`config.mk`:
```
export PLATFORM = sky130hd
export DESIGN_NAME = score_controller
export DESIGN_NICKNAME = d
export VERILOG_FILES = /design/src/rtl/score_pkg.sv /design/src/rtl/score_controller_rank_table.sv /design/src/rtl/score_controller.sv
export SDC_FILE = /design/constraint.sdc
export NUM_CORES = 1
export LEC_CHECK = 0
export CAP_MARGIN = 20
export CORE_AREA = 2 2 154 111
export DETAILED_ROUTE_END_ITERATION = 8
export DIE_AREA = 0 0 156 113
export HOLD_SLACK_MARGIN = 0.1
export PLACE_DENSITY = 0.73
export SLEW_MARGIN = 40
export SYNTH_ARGS = -nofsm -noshare
export SYNTH_HDL_FRONTEND = slang
export SYNTH_SLANG_ARGS = --single-unit
```
`constraint.sdc`:
```
create_clock -name clk -period 9 [get_ports clk]
set_input_delay 1.8 -clock clk [delete_from_list [all_inputs] [get_ports clk]]
set_output_delay 1.8 -clock clk [all_outputs]
set_load 0.005 [all_outputs]
```
`src/rtl/score_pkg.sv`:
```
// score_pkg: shared state encoding, display selects and score defaults
package score_pkg;
    typedef enum logic [2:0] {
        IDLE   = 3'd0,
        PLAY   = 3'd1,
        RANK   = 3'd2,
        INSERT = 3'd3,
        HOLD   = 3'd4
    } state_t;
    localparam logic [1:0] SEL_CUR    = 2'd0;
    localparam logic [1:0] SEL_FIRST  = 2'd1;
    localparam logic [1:0] SEL_SECOND = 2'd2;
    localparam logic [1:0] SEL_THIRD  = 2'd3;
    localparam int SCORE_W_DEF   = 11;
    localparam int SCORE_MAX_DEF = 999;
endpackage

```
`src/rtl/score_controller_rank_table.sv`:
```
// rank_table: sorted three-entry high-score table with rank latch and insert
module rank_table
    import score_pkg::*;
#(
    parameter int SCORE_W = SCORE_W_DEF
) (
    input  logic               clk,
    input  logic               rst,
    input  logic               i_rank_en,
    input  logic               i_insert_en,
    input  logic [SCORE_W-1:0] i_score,
    output logic [SCORE_W-1:0] o_first,
    output logic [SCORE_W-1:0] o_second,
    output logic [SCORE_W-1:0] o_third
);
    logic [SCORE_W-1:0] r_first, r_second, r_third;
    logic [1:0]         r_rank;
    logic [1:0]         w_rank;
    // strict compares keep an existing entry ahead of an equal new score
    assign w_rank = (i_score > r_first)  ? 2'd0 :
                    (i_score > r_second) ? 2'd1 :
                    (i_score > r_third)  ? 2'd2 : 2'd3;
    // rank is latched one cycle before the shift-down insert uses it
    always_ff @(posedge clk) begin
        if (rst) begin
            r_rank   <= 2'd3;
            r_first  <= '0;
            r_second <= '0;
            r_third  <= '0;
        end else begin
            if (i_rank_en)
                r_rank <= w_rank;
            if (i_insert_en) begin
                if (r_rank == 2'd0)
                    r_first <= i_score;
                if (r_rank <= 2'd1)
                    r_second <= (r_rank == 2'd0) ? r_first : i_score;
                if (r_rank <= 2'd2)
                    r_third <= (r_rank == 2'd2) ? i_score : r_second;
            end
        end
    end
    assign o_first  = r_first;
    assign o_second = r_second;
    assign o_third  = r_third;
endmodule

```
`src/rtl/score_controller.sv`:
```
// score_controller: session score, high-score commit and display rotation
module score_controller
    import score_pkg::*;
#(
    parameter int SCORE_W       = SCORE_W_DEF,
    parameter int SCORE_MAX     = SCORE_MAX_DEF,
    parameter int HOLD_CYCLES   = 50_000_000,
    parameter int ROTATE_CYCLES = 100_000_000
) (
    input  logic               clk,
    input  logic               rst,
    input  logic               start,
    input  logic               eat,
    input  logic               is_dead,
    output logic [2:0]         state,
    output logic               busy,
    output logic [SCORE_W-1:0] score,
    output logic [SCORE_W-1:0] first,
    output logic [SCORE_W-1:0] second,
    output logic [SCORE_W-1:0] third,
    output logic [1:0]         disp_sel,
    output logic [SCORE_W-1:0] disp_val,
    output logic [3:0]         dig0,
    output logic [3:0]         dig1,
    output logic [3:0]         dig2
);
    state_t             r_state, w_next;
    logic [SCORE_W-1:0] r_score, w_score_nxt;
    logic [1:0]         r_disp_sel, w_sel_nxt;
    logic [31:0]        r_cnt, w_cnt_nxt;
    logic               r_eat_q;
    logic               w_eat_edge, w_hold_done, w_rot_done;
    assign w_eat_edge  = eat & ~r_eat_q;
    assign w_hold_done = (r_cnt == 32'(HOLD_CYCLES - 1));
    assign w_rot_done  = (r_cnt == 32'(ROTATE_CYCLES - 1));
    // state, score, display select, shared counter and eat edge history
    always_ff @(posedge clk) begin
        if (rst) begin
            r_state    <= IDLE;
            r_score    <= '0;
            r_disp_sel <= SEL_CUR;
            r_cnt      <= '0;
            r_eat_q    <= 1'b1;
        end else begin
            r_state    <= w_next;
            r_score    <= w_score_nxt;
            r_disp_sel <= w_sel_nxt;
            r_cnt      <= w_cnt_nxt;
            r_eat_q    <= eat;
        end
    end
    // next-state logic; the counter clears on every state change
    always_comb begin
        w_next      = r_state;
        w_score_nxt = r_score;
        w_sel_nxt   = SEL_CUR;
        w_cnt_nxt   = '0;
        case (r_state)
            IDLE: begin
                w_next      = start ? PLAY : IDLE;
                w_score_nxt = start ? '0 : r_score;
                w_cnt_nxt   = (start || w_rot_done) ? '0 : r_cnt + 32'd1;
                w_sel_nxt   = start ? SEL_CUR : (w_rot_done ? r_disp_sel + 2'd1 : r_disp_sel);
            end
            PLAY: begin
                w_next      = is_dead ? RANK : PLAY;
                w_score_nxt = (!is_dead && w_eat_edge && r_score != SCORE_W'(SCORE_MAX)) ? r_score + 1'b1 : r_score;
            end
            RANK:   w_next = INSERT;
            INSERT: w_next = HOLD;
            HOLD: begin
                w_next    = w_hold_done ? IDLE : HOLD;
                w_cnt_nxt = w_hold_done ? '0 : r_cnt + 32'd1;
            end
            default: w_next = IDLE;
        endcase
    end
    rank_table #(.SCORE_W(SCORE_W)) u_rank_table (
        .clk        (clk),
        .rst        (rst),
        .i_rank_en  (r_state == RANK),
        .i_insert_en(r_state == INSERT),
        .i_score    (r_score),
        .o_first    (first),
        .o_second   (second),
        .o_third    (third)
    );
    // display mux over registered values
    always_comb begin
        disp_val = (r_disp_sel == SEL_FIRST)  ? first  :
                   (r_disp_sel == SEL_SECOND) ? second :
                   (r_disp_sel == SEL_THIRD)  ? third  : r_score;
    end
    assign dig0     = 4'(disp_val % SCORE_W'(10));
    assign dig1     = 4'((disp_val / SCORE_W'(10)) % SCORE_W'(10));
    assign dig2     = 4'((disp_val / SCORE_W'(100)) % SCORE_W'(10));
    assign state    = r_state;
    assign busy     = (r_state == RANK) || (r_state == INSERT) || (r_state == HOLD);
    assign score    = r_score;
    assign disp_sel = r_disp_sel;
endmodule

```
==> results by group, run 1 <==
Run
  – Max-cap viol count: 0

Critical path
  – Delay of the slowest critical-path stage: 0.45 ns
  – Most numerous cell on the critical path: sky130_fd_sc_hd__a211o_1
  – Nature of the critical path endpoint: output port
  – Maximum fanout along the worst path: 7
  – Buffers plus inverters on the worst setup path: 5
  – Family of cells with the greatest summed delay on the critical path: compound AO/OA/AOI/OAI gates
  – Crit Path Category: reg2out
  – Cell type of the slowest stage on the worst timing path: sky130_fd_sc_hd__or4_4
  – Critical Path RT: 7.20 ns
  – Data arrival time of the critical path: 7.90 ns
  – Launching element type of the critical path: flip-flop

Detailed routing
  – Via count: around 9,300
  – Number of design-rule violations left by the first detailed-router iteration: 1,107
  – DRC violations left: 0
  – DR pass1 iterations: 6
  – DR WL/cell: 18.13 um
  – Total wirelength of the detailed-routed design: 27.71 mm
  – Count of nets left with antenna violations after detail routing: 0
  – Detail-routed via count per cell: 6.104

Timing
  – Number of max-slew violations in the final report: 0
  – Worst slack on hold paths: between 0.4 and 0.5 ns
  – Maximum clock skew at final layout: between 0.008 and 0.009 ns
  – Upper clock frequency limit: 0.1031 GHz
  – Minimum clock period: 9.697 ns
  – Max transition margin: 0.4605
  – Number of hold violations in the final report: 0
  – Unrepaired setup endpoints after global routing: yes
  – Fin worst setup slack: -0.6968 ns
  – Least-Margin Pin Slew: 0.8063 ns
  – Portion of the clock cycle consumed by the worst path in the final layout: 1.077
  – Count of final setup violators: 3

Yosys
  – Most frequently used cell type in the post-synthesis netlist: sky130_fd_sc_hd__nor2_1
  – Synth cell count leaders: 124 x sky130_fd_sc_hd__nor2_1, 119 x sky130_fd_sc_hd__nand2_1, 84 x sky130_fd_sc_hd__dfxtp_1
  – Distinct cell type count of the synthesized netlist: 89
  – Warnings, synthesis: 0
  – Synth Flop Type: sky130_fd_sc_hd__dfxtp_1
  – Synth Area per Inst: 7.174 um2
  – Total standard cell area after synthesis: 0.007920 mm2
  – Sequential fraction of the synthesis area: 0.2123
  – Post-synth net total: 1,157
  – Top cells by area, synth: sky130_fd_sc_hd__dfxtp_1 21%, sky130_fd_sc_hd__ha_1 7.6%, sky130_fd_sc_hd__nor2_1 5.9%, sky130_fd_sc_hd__nand2_1 5.6%, sky130_fd_sc_hd__a21oi_1 5.2%
  – Biggest area consumer among synthesized cells: sky130_fd_sc_hd__dfxtp_1
  – Synth Instances: 1,104
  – Number of enable flip-flop cells after synthesis: 0
  – Share of Yosys cell area claimed by the top area cell type: 0.2123
  – Fraction of synthesis flops using an asynchronous set or reset pin: 0
  – Number of register bits inferred by synthesis: 84

Clock tree
  – Clock slew seen by the registers of the worst setup and hold paths: 0.07 ns
  – Total clock buffers created by CTS: 9
  – Worst-Skew Late Latency: 0.34 ns
  – Count of hold buffers inserted by post-cts repair: 0
  – Clock Sink Count: 84
  – CTS Root Cell: sky130_fd_sc_hd__clkbuf_16
  – CTS tree: built
  – Maximum root-to-sink buffer count: 2
  – CTS HTree Levels: 3

Final layout
  – Area of combinational cells with multiple inputs: ~0.0060 mm2
  – Finished Layout Cells: 1,528
  – Final cell utilization of the core: 0.6790
  – Ratio of cells with drive above 1 in the final layout: 0.2328
  – ANT cells: 0
  – Area growth from synthesis to layout: 37.63%
  – Number of fill cells in the layout: around 1,300
  – Area used by sequential logic in the layout: 0.001689 mm2
  – Net count, final: 1,371

Floorplanning
  – Standard-cell rows: 39
  – Die Y: around 110 um
  – Die area: 0.01763 mm2
  – Die X: roughly 160 um
  – Standard cell core area: around 0.016 mm2
  – I/O pin total: 78
  – Initial Util: 0.4933

Place
  – Total half-perimeter wirelength after legalization and detailed placement: 20.18 mm
  – Final weighted congestion in routability-driven placement: 0.9597
  – Number of I/O port buffers: 77
  – Setup slack at placement: -0.5938 ns
  – Inst Count DP: 1,478

Global route
  – Number of antenna violations at the first check in global routing: 1
  – Overflow left after global routing: 0
  – Via count of the first global-routing pass: slightly above 8,000
  – Pin count of the biggest net entering global routing: 44
  – Global-route wire length before repair: about 44 mm
  – All-layer global routing usage: 0.3042

Status
  – Failing checks: setup timing
  – Outcome: complete, but fails checks

Pwr
  – P_leak: 4.209 nW
  – PD cells: around 76 mW/mm2
  – Largest vdd supply drop: 0.1011 mV

Hold path
  – Type of the worst min-delay path: reg2reg
## per-layer routing
metal,vias up,part of all wire,track usage
li1,4423,-,-
met1,4327,0.48,0.4811
met4,2,0.012,0.05076
met2,525,0.40,0.4201
met3,50,0.11,0.06817
met5,-,0.00047,0
## report_power, final
part           total [mW]  internal, mW  leakage (nW)  switching [mW]
Sequential          0.379         0.373         0.679         0.00566
Combinational      0.0317        0.0121          3.37          0.0197
Clock               0.416         0.248         0.156           0.168
## cells in the final DEF, fill, tap and decap left out, types with 12 or more instances in the layout
master / synthesis / routed
sky130_fd_sc_hd__a211oi_1: 19 / 17
sky130_fd_sc_hd__a21oi_1: 82 / 82
sky130_fd_sc_hd__a311oi_1: 12 / 12
sky130_fd_sc_hd__buf_4: 2 / 190
sky130_fd_sc_hd__clkdlybuf4s50_1: 0 / 74
sky130_fd_sc_hd__dfxtp_1: 84 / 82
sky130_fd_sc_hd__ha_1: 48 / 41
sky130_fd_sc_hd__inv_1: 52 / 51
sky130_fd_sc_hd__mux2i_1: 29 / 24
sky130_fd_sc_hd__nand2_1: 119 / 116
sky130_fd_sc_hd__nand2b_1: 20 / 20
sky130_fd_sc_hd__nand3_1: 37 / 36
sky130_fd_sc_hd__nand4_1: 30 / 30
sky130_fd_sc_hd__nor2_1: 124 / 119
sky130_fd_sc_hd__nor2b_1: 15 / 15
sky130_fd_sc_hd__nor3_1: 30 / 26
sky130_fd_sc_hd__o21ai_0: 60 / 59
sky130_fd_sc_hd__xnor2_1: 22 / 19
sky130_fd_sc_hd__xor2_1: 30 / 30
## registers in the layout, summed over array words and instances (netlist names)
register and count:
r_cnt 32, score 11, u_rank_table.o_first 11, u_rank_table.o_second 11, u_rank_table.o_third 11, state 3
disp_sel 2, u_rank_table.r_rank 2, r_eat_q 1
## final cells by class
cell class,instances,share of cell area
inverter,61,0.02250
tap,205,0.02353
timing repair buffer,278,0.2136
clock buffer,9,0.02066
sequential,84,0.1550
multi-input combinational,884,0.5550
clock inverter,7,0.009757
## worst paths after layout
check               from  slack, ns        end  cells after the start
min reg2reg     r_cnt[0]       0.49   r_cnt[0]                      1
max reg2reg     r_cnt[0]       5.93  r_cnt[26]                      8
min             r_cnt[0]       0.49   r_cnt[0]                      1
max          disp_sel[1]      -0.70    dig1[2]                     35
## cell families (layout without fill, tap and decap cells)
| group | count (synthesis) | count (layout) | synth area share |
|---|---|---|---|
| adders and majority gates | 53 | 53 | 0.08215 |
| DFF | 84 | 84 | 0.2123 |
| buffers and inverters | 136 | 355 | 0.07125 |
| and+or+nand+nor | 446 | 446 | 0.2733 |
| AOI/OAI and AO/OA | 299 | 299 | 0.2591 |
| xor gates and xnor gates | 53 | 53 | 0.05956 |
| muxes | 33 | 33 | 0.04234 |
## repair_timing
item	in CTS	in global routing
pin swaps	22	26
cloned	0	0
endpoints found under the hold margin	0	0
endpoints found under the setup margin	3	3
resized for setup	42	28
buffers inserted	23	12
## through the flow
stage | cell area, um2 | TNS [ns] | power [mW]
global route | 10900 | -2.722 | 0.8479
finish | 10900 | -1.980 | 0.8266
floorplan | 8075 | -0.03479 | 0.4065
detailed placement | 10030 | -1.545 | 0.4183
CTS | 10680 | -1.578 | 0.8289
global placement | 10020 | -1.057 | 0.4175
Power figures use the tool's default switching activity.
==> run 2: changes to the inputs <==
--- a/config.mk
+++ b/config.mk
@@ -10,7 +10,7 @@
 export DETAILED_ROUTE_END_ITERATION = 8
 export DIE_AREA = 0 0 156 113
 export HOLD_SLACK_MARGIN = 0.1
-export PLACE_DENSITY = 0.73
+export PLACE_DENSITY = 0.7
 export SLEW_MARGIN = 40
 export SYNTH_ARGS = -nofsm -noshare
 export SYNTH_HDL_FRONTEND = slang
==> constraint.sdc (replaced) <==
create_clock -name clk -period 9.4 [get_ports clk]
set_input_delay 1.88 -clock clk [delete_from_list [all_inputs] [get_ports clk]]
set_output_delay 1.88 -clock clk [all_outputs]
set_load 0.005 [all_outputs]
==> run 2 against run 1 <==
Effect of this change:
- the run still ends with setup timing left
- clock skew barely moved
- clock power fell by 4%
- register-to-register slack improved by 0.51 ns
- power fell by 3.6%
- routed wire length rose by 2.5%
- worst hold slack improved by 0.0023 ns
- sequential share of layout area is 0.11 points higher
- flip-flop and latch count is the same
- worst setup slack gained 0.31 ns
- non-clock buffer count shrank 13
- sequential power is 4% lower
- global-route usage grew 1.2 points
- highest routed layer is now met4
==> results by group, run 2 (synthesis gave the netlist of run 1 again) <==
Status
  – Outcome: complete, but fails checks
  – Failing checks: setup timing

Timing
  – Number of hold violations in the final report: 0 (unchanged)
  – Least-Margin Pin Slew: 0.8073 ns (+0.001024 ns)
  – Count of final setup violators: 3 (unchanged)
  – Upper clock frequency limit: ~0.10 GHz
  – Worst slack on hold paths: 0.4958 ns (+0.002302 ns)
  – Minimum clock period: 9.788 ns
  – Fin worst setup slack: -0.3880 ns (+0.3088 ns)
  – Maximum clock skew at final layout: 0.008736 ns (-0.0001560 ns)
  – Number of max-slew violations in the final report: 0 (unchanged)
  – Max transition margin: 0.4611 (+0.0005670)
  – Unrepaired setup endpoints after global routing: yes
  – Setup TNS: -0.9065 ns (+1.073 ns)
  – Portion of the clock cycle consumed by the worst path in the final layout: 1.041

Critical path
  – Critical Path RT: 7.52 ns (+0.32 ns)
  – Data arrival time of the critical path: 7.91 ns (about the same)
  – Maximum fanout along the worst path: 6 (-1)
  – Crit Path Category: reg2out
  – Most numerous cell on the critical path: sky130_fd_sc_hd__a211o_1
  – Launching element type of the critical path: flip-flop
  – Delay of the slowest critical-path stage: 0.46 ns (about the same)
  – Nature of the critical path endpoint: output port
  – Cell type of the slowest stage on the worst timing path: sky130_fd_sc_hd__a221o_2

Final layout
  – Most flop-heavy register: r_cnt
  – ANT cells: 0 (unchanged)
  – Ratio of cells with drive above 1 in the final layout: 0.2326 (about the same)
  – Commonest non-fill, non-tap cell in the layout: sky130_fd_sc_hd__buf_4
  – Flip-flop count of the largest register after layout: 32 (unchanged)
  – Most used cells in the layout excluding fill and tap cells: 177 x sky130_fd_sc_hd__buf_4, 116 x sky130_fd_sc_hd__nor2_1, 115 x sky130_fd_sc_hd__nand2_1
  – Number of fill cells in the layout: 1,326 (+2.4%)
  – Net count, final: 1,359 (-0.88%)
  – Area growth from synthesis to layout: 36.63%

Clock tree
  – CTS tree: built
  – Count of hold buffers inserted by post-cts repair: 0 (unchanged)
  – CTS HTree Levels: 3 (unchanged)
  – Clock slew seen by the registers of the worst setup and hold paths: 0.06 ns (about the same)
  – Worst-Skew Late Latency: 0.34 ns (about the same)
  – Clock Sink Count: 84 (unchanged)
  – Total clock buffers created by CTS: 9 (unchanged)
  – Maximum root-to-sink buffer count: 2 (unchanged)
  – CTS Root Cell: sky130_fd_sc_hd__clkbuf_16

Global route
  – All-layer global routing usage: 0.3167 (+0.01247)
  – Overflow left after global routing: 0 (unchanged)
  – Pin count of the biggest net entering global routing: 44 (unchanged)
  – Via count of the first global-routing pass: 8,353 (+0.70%)
  – Met1 Use GR: 0.5140 (+0.03290)
  – Number of antenna violations at the first check in global routing: 0 (-1)
  – Global-route met3 utilization: 0.06817 (unchanged)
  – Met2 Use GR: 0.4277 (+0.007670)
  – Highest-utilization routing layer at the global route stage: met1
  – Global-route wire length before repair: 44.99 mm (+3.1%)

Run
  – Max-cap viol count: 0 (unchanged)

Floorplanning
  – Die X: 156 um (unchanged)
  – Die area: 0.01763 mm2 (unchanged)
  – Die Y: 113 um (unchanged)
  – I/O pin total: 78 (unchanged)
  – Standard-cell rows: 39 (unchanged)
  – Initial Util: 0.4933 (unchanged)
  – Standard cell core area: 0.01605 mm2 (unchanged)

Pwr
  – Largest vdd supply drop: 0.08736 mV (-14%)
  – Part of the power in registers: 0.457 (-0.002)
  – Internal Pwr Total: 0.6176 mW (-2.5%)
  – PD cells: 73.61 mW/mm2 (-2.9%)
  – Fraction of power spent switching nets: 0.2246 (-0.008917)
  – Switching power summed over all nets: 0.1789 mW (-7.3%)
  – Proportion of power drawn by the clock network: 0.504 (about the same)
  – Fraction of power consumed by combinational cells: 0.039 (about the same)
  – P_leak: 4.185 nW (-0.58%)

Place
  – Total half-perimeter wirelength after legalization and detailed placement: 20.52 mm (+1.7%)
  – Number of I/O port buffers: 77 (unchanged)
  – Final weighted congestion in routability-driven placement: 0.9362 (-2.4%)

Hold path
  – Type of the worst min-delay path: reg2reg

Detailed routing
  – DR WL/cell: 18.73 um (+3.3%)
  – Via count: 9,413 (+0.92%)
  – Count of nets left with antenna violations after detail routing: 0 (unchanged)
  – Detail-routed via count per cell: 6.209 (+1.7%)
  – DRC violations left: 0 (unchanged)
  – Number of design-rule violations left by the first detailed-router iteration: 945 (-15%)
  – Total wirelength of the detailed-routed design: 28.40 mm (+2.5%)
  – DR pass1 iterations: 6 (unchanged)
==> run 2: cell types whose count changed in the layout (fill, tap and decap cells not counted), moves of 3 or more <==
| cell | delta |
|---|---|
| sky130_fd_sc_hd__buf_12 | -3 |
| sky130_fd_sc_hd__inv_8 | -3 |
| sky130_fd_sc_hd__nand3_1 | -3 |
| sky130_fd_sc_hd__buf_4 | -13 |
| sky130_fd_sc_hd__buf_6 | +4 |
| sky130_fd_sc_hd__nor2_1 | -3 |
==> run 2: repair_timing <==
action	in CTS	in global routing
pin swaps	26	13
buffers inserted	26	12
gates resized for setup	52	39
cloned	1	0
setup endpoints to repair	3	3
==> run 2: power groups by stage <==
stage          clock, mW  sequential (mW)  combinational (mW)
2_1_floorplan          0            0.368              0.0217
3_3_place_gp           0            0.372              0.0293
3_5_place_dp           0            0.372              0.0300
4_1_cts            0.401            0.364              0.0303
5_1_grt            0.419            0.365              0.0336
6_report           0.401            0.364              0.0312
==> run 2: metrics by stage <==
stage	util	instances	setup slack (ns)	power, mW	area, um2
after floorplan	-	1104	0.001958	0.3895	8005
after global placement	0.6121	1461	-0.2382	0.4009	9827
after detailed placement	0.6127	1461	-0.4021	0.4017	9836
after CTS	0.6558	1504	-0.2155	0.7949	10530
after global routing	0.6741	1516	-0.6863	0.8171	10820
final	0.6741	1516	-0.3880	0.7965	10820
==> run 2: final cells by class <==
| type | instances | area, um2 | share of cell area |
|---|---|---|---|
| multi-input combinational | 885 | 6091 | 0.5628 |
| clock buffer | 11 | 252.7 | 0.02336 |
| sequential | 84 | 1689 | 0.1561 |
| clock inverter | 5 | 82.58 | 0.007631 |
| inverter | 61 | 241.5 | 0.02231 |
| timing repair buffer | 265 | 2208 | 0.2041 |
| tap | 205 | 256.5 | 0.02370 |
==> run 2: final timing paths <==
path                                                to         from  slack (ns)  cells after the start
worst max register to register  u_rank_table.r_rank[0]     score[1]        6.44                     16
worst max-delay path                           dig1[2]  disp_sel[1]       -0.39                     34
worst min-delay path                          r_cnt[0]     r_cnt[0]        0.50                      1
worst min register to register                r_cnt[0]     r_cnt[0]        0.50                      1
==> run 2: metal layers <==
layer	vias to the layer above	share of wire
met4	0	0.010
met2	537	0.39
met3	40	0.11
met5	-	0
li1	4415	-
met1	4421	0.49
==> run 2: critical path: cells and delay by family, from the launching register on <==
family | cells | cell delay, ns
AO/OA/AOI/OAI | 17 | 3.92
AND/OR/NAND/NOR | 5 | 1.25
adder cells (fa/ha/maj) | 4 | 0.79
buffers and inverters | 4 | 0.55
flip-flops | 1 | 0.37
multiplexers | 2 | 0.36
XOR/XNOR | 2 | 0.31
==> run 3: changes to the inputs <==
--- a/config.mk
+++ b/config.mk
@@ -15,3 +15,4 @@
 export SYNTH_ARGS = -nofsm -noshare
 export SYNTH_HDL_FRONTEND = slang
 export SYNTH_SLANG_ARGS = --single-unit
+export TNS_END_PERCENT = 50
==> run 3 against run 2 <==
Effect of this change:
- the run still ends with setup timing left
- clock power about the same
- worst hold slack improved by 0.0044 ns
- critical path type unchanged
- worst setup slack improved by 0.036 ns
- global-route usage decreased by 0.25 points
- sequential share of layout area increased by 0.43 points
==> results by group, run 3 (synthesis gave the netlist of run 1 again) <==
Critical path
  – Most numerous cell on the critical path: sky130_fd_sc_hd__a211o_1
  – Crit Path Category: reg2out
  – Worst Setup SP: disp_sel[1]
  – Nature of the critical path endpoint: output port
  – Delay of the slowest critical-path stage: 0.46 ns (about the same)
  – Reg-to-reg startpoint: score[1]
  – Maximum fanout along the worst path: 7 (+1)
  – Launching element type of the critical path: flip-flop
  – Critical Path RT: 7.52 ns (about the same)
  – Cell type of the slowest stage on the worst timing path: sky130_fd_sc_hd__or4_4
  – Data arrival time of the critical path: 7.87 ns (-0.04 ns)

Detailed routing
  – DR WL/cell: 18.38 um (-1.9%)
  – Count of nets left with antenna violations after detail routing: 0 (unchanged)
  – DRC violations left: 0 (unchanged)
  – Number of design-rule violations left by the first detailed-router iteration: 1,004 (+6.2%)
  – Via count: 9,190 (-2.4%)
  – Total wirelength of the detailed-routed design: 27.56 mm (-3.0%)
  – Detail-routed via count per cell: 6.131 (-1.3%)
  – DR pass1 iterations: 5 (-1)

Final layout
  – Area growth from synthesis to layout: 32.97%
  – Commonest non-fill, non-tap cell in the layout: sky130_fd_sc_hd__buf_4
  – Flip-flop count of the largest register after layout: 32 (unchanged)
  – Net count, final: 1,342 (-1.3%)
  – Finished Layout Cells: 1,499 (-1.1%)
  – Ratio of cells with drive above 1 in the final layout: 0.2087 (-0.02399)
  – Most flop-heavy register: r_cnt
  – Most used cells in the layout excluding fill and tap cells: 165 x sky130_fd_sc_hd__buf_4, 118 x sky130_fd_sc_hd__nor2_1, 116 x sky130_fd_sc_hd__nand2_1
  – ANT cells: 0 (unchanged)

Timing
  – Fin worst setup slack: -0.3520 ns (+0.03593 ns)
  – Unrepaired setup endpoints after global routing: yes
  – Count of final setup violators: 3 (unchanged)
  – Worst slack on hold paths: 0.5002 ns (+0.004427 ns)
  – Minimum clock period: 9.752 ns (-0.03593 ns)
  – Portion of the clock cycle consumed by the worst path in the final layout: 1.037 (-0.003823)
  – Maximum clock skew at final layout: 0.009590 ns (+0.0008544 ns)
  – Max transition margin: 0.4419 (-0.01919)
  – Number of max-slew violations in the final report: 0 (unchanged)
  – Number of hold violations in the final report: 0 (unchanged)
  – Upper clock frequency limit: 0.1025 GHz (+0.37%)
  – Least-Margin Pin Slew: 0.8360 ns (+0.02875 ns)

Hold path
  – Source of the worst hold timing path: r_cnt[0]
  – Type of the worst min-delay path: reg2reg

Clock tree
  – Maximum root-to-sink buffer count: 2 (unchanged)
  – CTS tree: built
  – Clock Sink Count: 84 (unchanged)
  – Count of hold buffers inserted by post-cts repair: 0 (unchanged)
  – Worst-Skew Late Latency: 0.34 ns (about the same)
  – Clock slew seen by the registers of the worst setup and hold paths: 0.06 ns (about the same)
  – CTS Root Cell: sky130_fd_sc_hd__clkbuf_16
  – CTS HTree Levels: 3 (unchanged)
  – Total clock buffers created by CTS: 9 (unchanged)

Place
  – Final weighted congestion in routability-driven placement: 0.9362 (unchanged)
  – Number of I/O port buffers: 77 (unchanged)
  – Inst Count DP: 1,461 (unchanged)
  – Setup slack at placement: -0.4021 ns (unchanged)
  – Total half-perimeter wirelength after legalization and detailed placement: 20.52 mm (unchanged)

Pwr
  – P_leak: 4.079 nW (-2.5%)
  – PD cells: 75.40 mW/mm2 (+2.4%)
  – Largest vdd supply drop: 0.08728 mV (about the same)

Status
  – Outcome: complete, but fails checks
  – Failing checks: setup timing

Floorplanning
  – I/O pin total: 78 (unchanged)
  – Die Y: 113 um (unchanged)
  – Standard-cell rows: 39 (unchanged)
  – Initial Util: 0.4933 (unchanged)
  – Die area: 0.01763 mm2 (unchanged)
  – Die X: 156 um (unchanged)
  – Standard cell core area: 0.01605 mm2 (unchanged)

Global route
  – Number of antenna violations at the first check in global routing: 0 (unchanged)
  – Pin count of the biggest net entering global routing: 44 (unchanged)
  – Overflow left after global routing: 0 (unchanged)
  – Via count of the first global-routing pass: 8,280 (-0.87%)
  – All-layer global routing usage: 0.3143 (-0.002455)
  – Global-route wire length before repair: 44.68 mm (-0.69%)

Run
  – Max-cap viol count: 0 (unchanged)
[run 3: timing repair]
item	4_1_cts	5_1_grt
gates resized for setup	47	6
setup endpoints to repair	3	3
gates cloned	1	0
pin swaps	24	8
buffers inserted	20	1
[run 3: worst max-delay path: cells and delay by family (launching register included)]
family / cells / cell delay [ns]
adders and majority gates: 4 / 0.77
muxes: 2 / 0.41
xor gates and xnor gates: 2 / 0.31
and+or+nand+nor: 5 / 1.26
DFF: 1 / 0.40
AOI/OAI and AO/OA: 17 / 3.88
buffers and inverters: 4 / 0.50
[run 3: area by class of cell]
cell class | count | area [um2]
Multi-Input combinational cell | 885 | 5947
Fill cell | 1384 | 5523
Timing Repair Buffer | 248 | 2067
Sequential cell | 84 | 1689
Tap cell | 205 | 256.5
Clock buffer | 11 | 252.7
Inverter | 61 | 236.5
Clock inverter | 5 | 82.58
[run 3: metrics by stage]
| stage | total power [mW] | utilization | cell area, um2 | setup TNS [ns] |
|---|---|---|---|---|
| 6_report | 0.7941 | 0.6560 | 10530 | -0.8864 |
| 5_1_grt | 0.8173 | 0.6560 | 10530 | -2.056 |
| 4_1_cts | 0.7949 | 0.6526 | 10480 | -0.5174 |
| 3_5_place_dp | 0.4017 | 0.6127 | 9836 | -0.9254 |
| 3_3_place_gp | 0.4009 | 0.6121 | 9827 | -0.4584 |
| 2_1_floorplan | 0.3895 | - | 8005 | 0 |
[run 3: worst paths after layout]
check,depth (start not counted),endpoint,slack (ns)
worst max-delay path,34,dig1[2],-0.35
worst min-delay path,1,r_cnt[0],0.50
worst max register to register,17,u_rank_table.r_rank[0],6.45
worst min register to register,1,r_cnt[0],0.50
[run 3: routing by layer]
metal,routed length (um),part of all wire,global-route usage,vias up
met5,0,0,0,-
li1,-,-,-,4374
met4,173,0.0063,0.03976,0
met2,10720,0.39,0.4233,494
met1,13670,0.50,0.5109,4300
met3,2993,0.11,0.06932,22
[run 3: power breakdown]
group / internal (mW) / switching, mW / total [mW]
Sequential: 0.358 / 0.00661 / 0.364
Combinational: 0.0116 / 0.0195 / 0.0310
Clock: 0.248 / 0.150 / 0.399
Total: 0.618 / 0.177 / 0.794
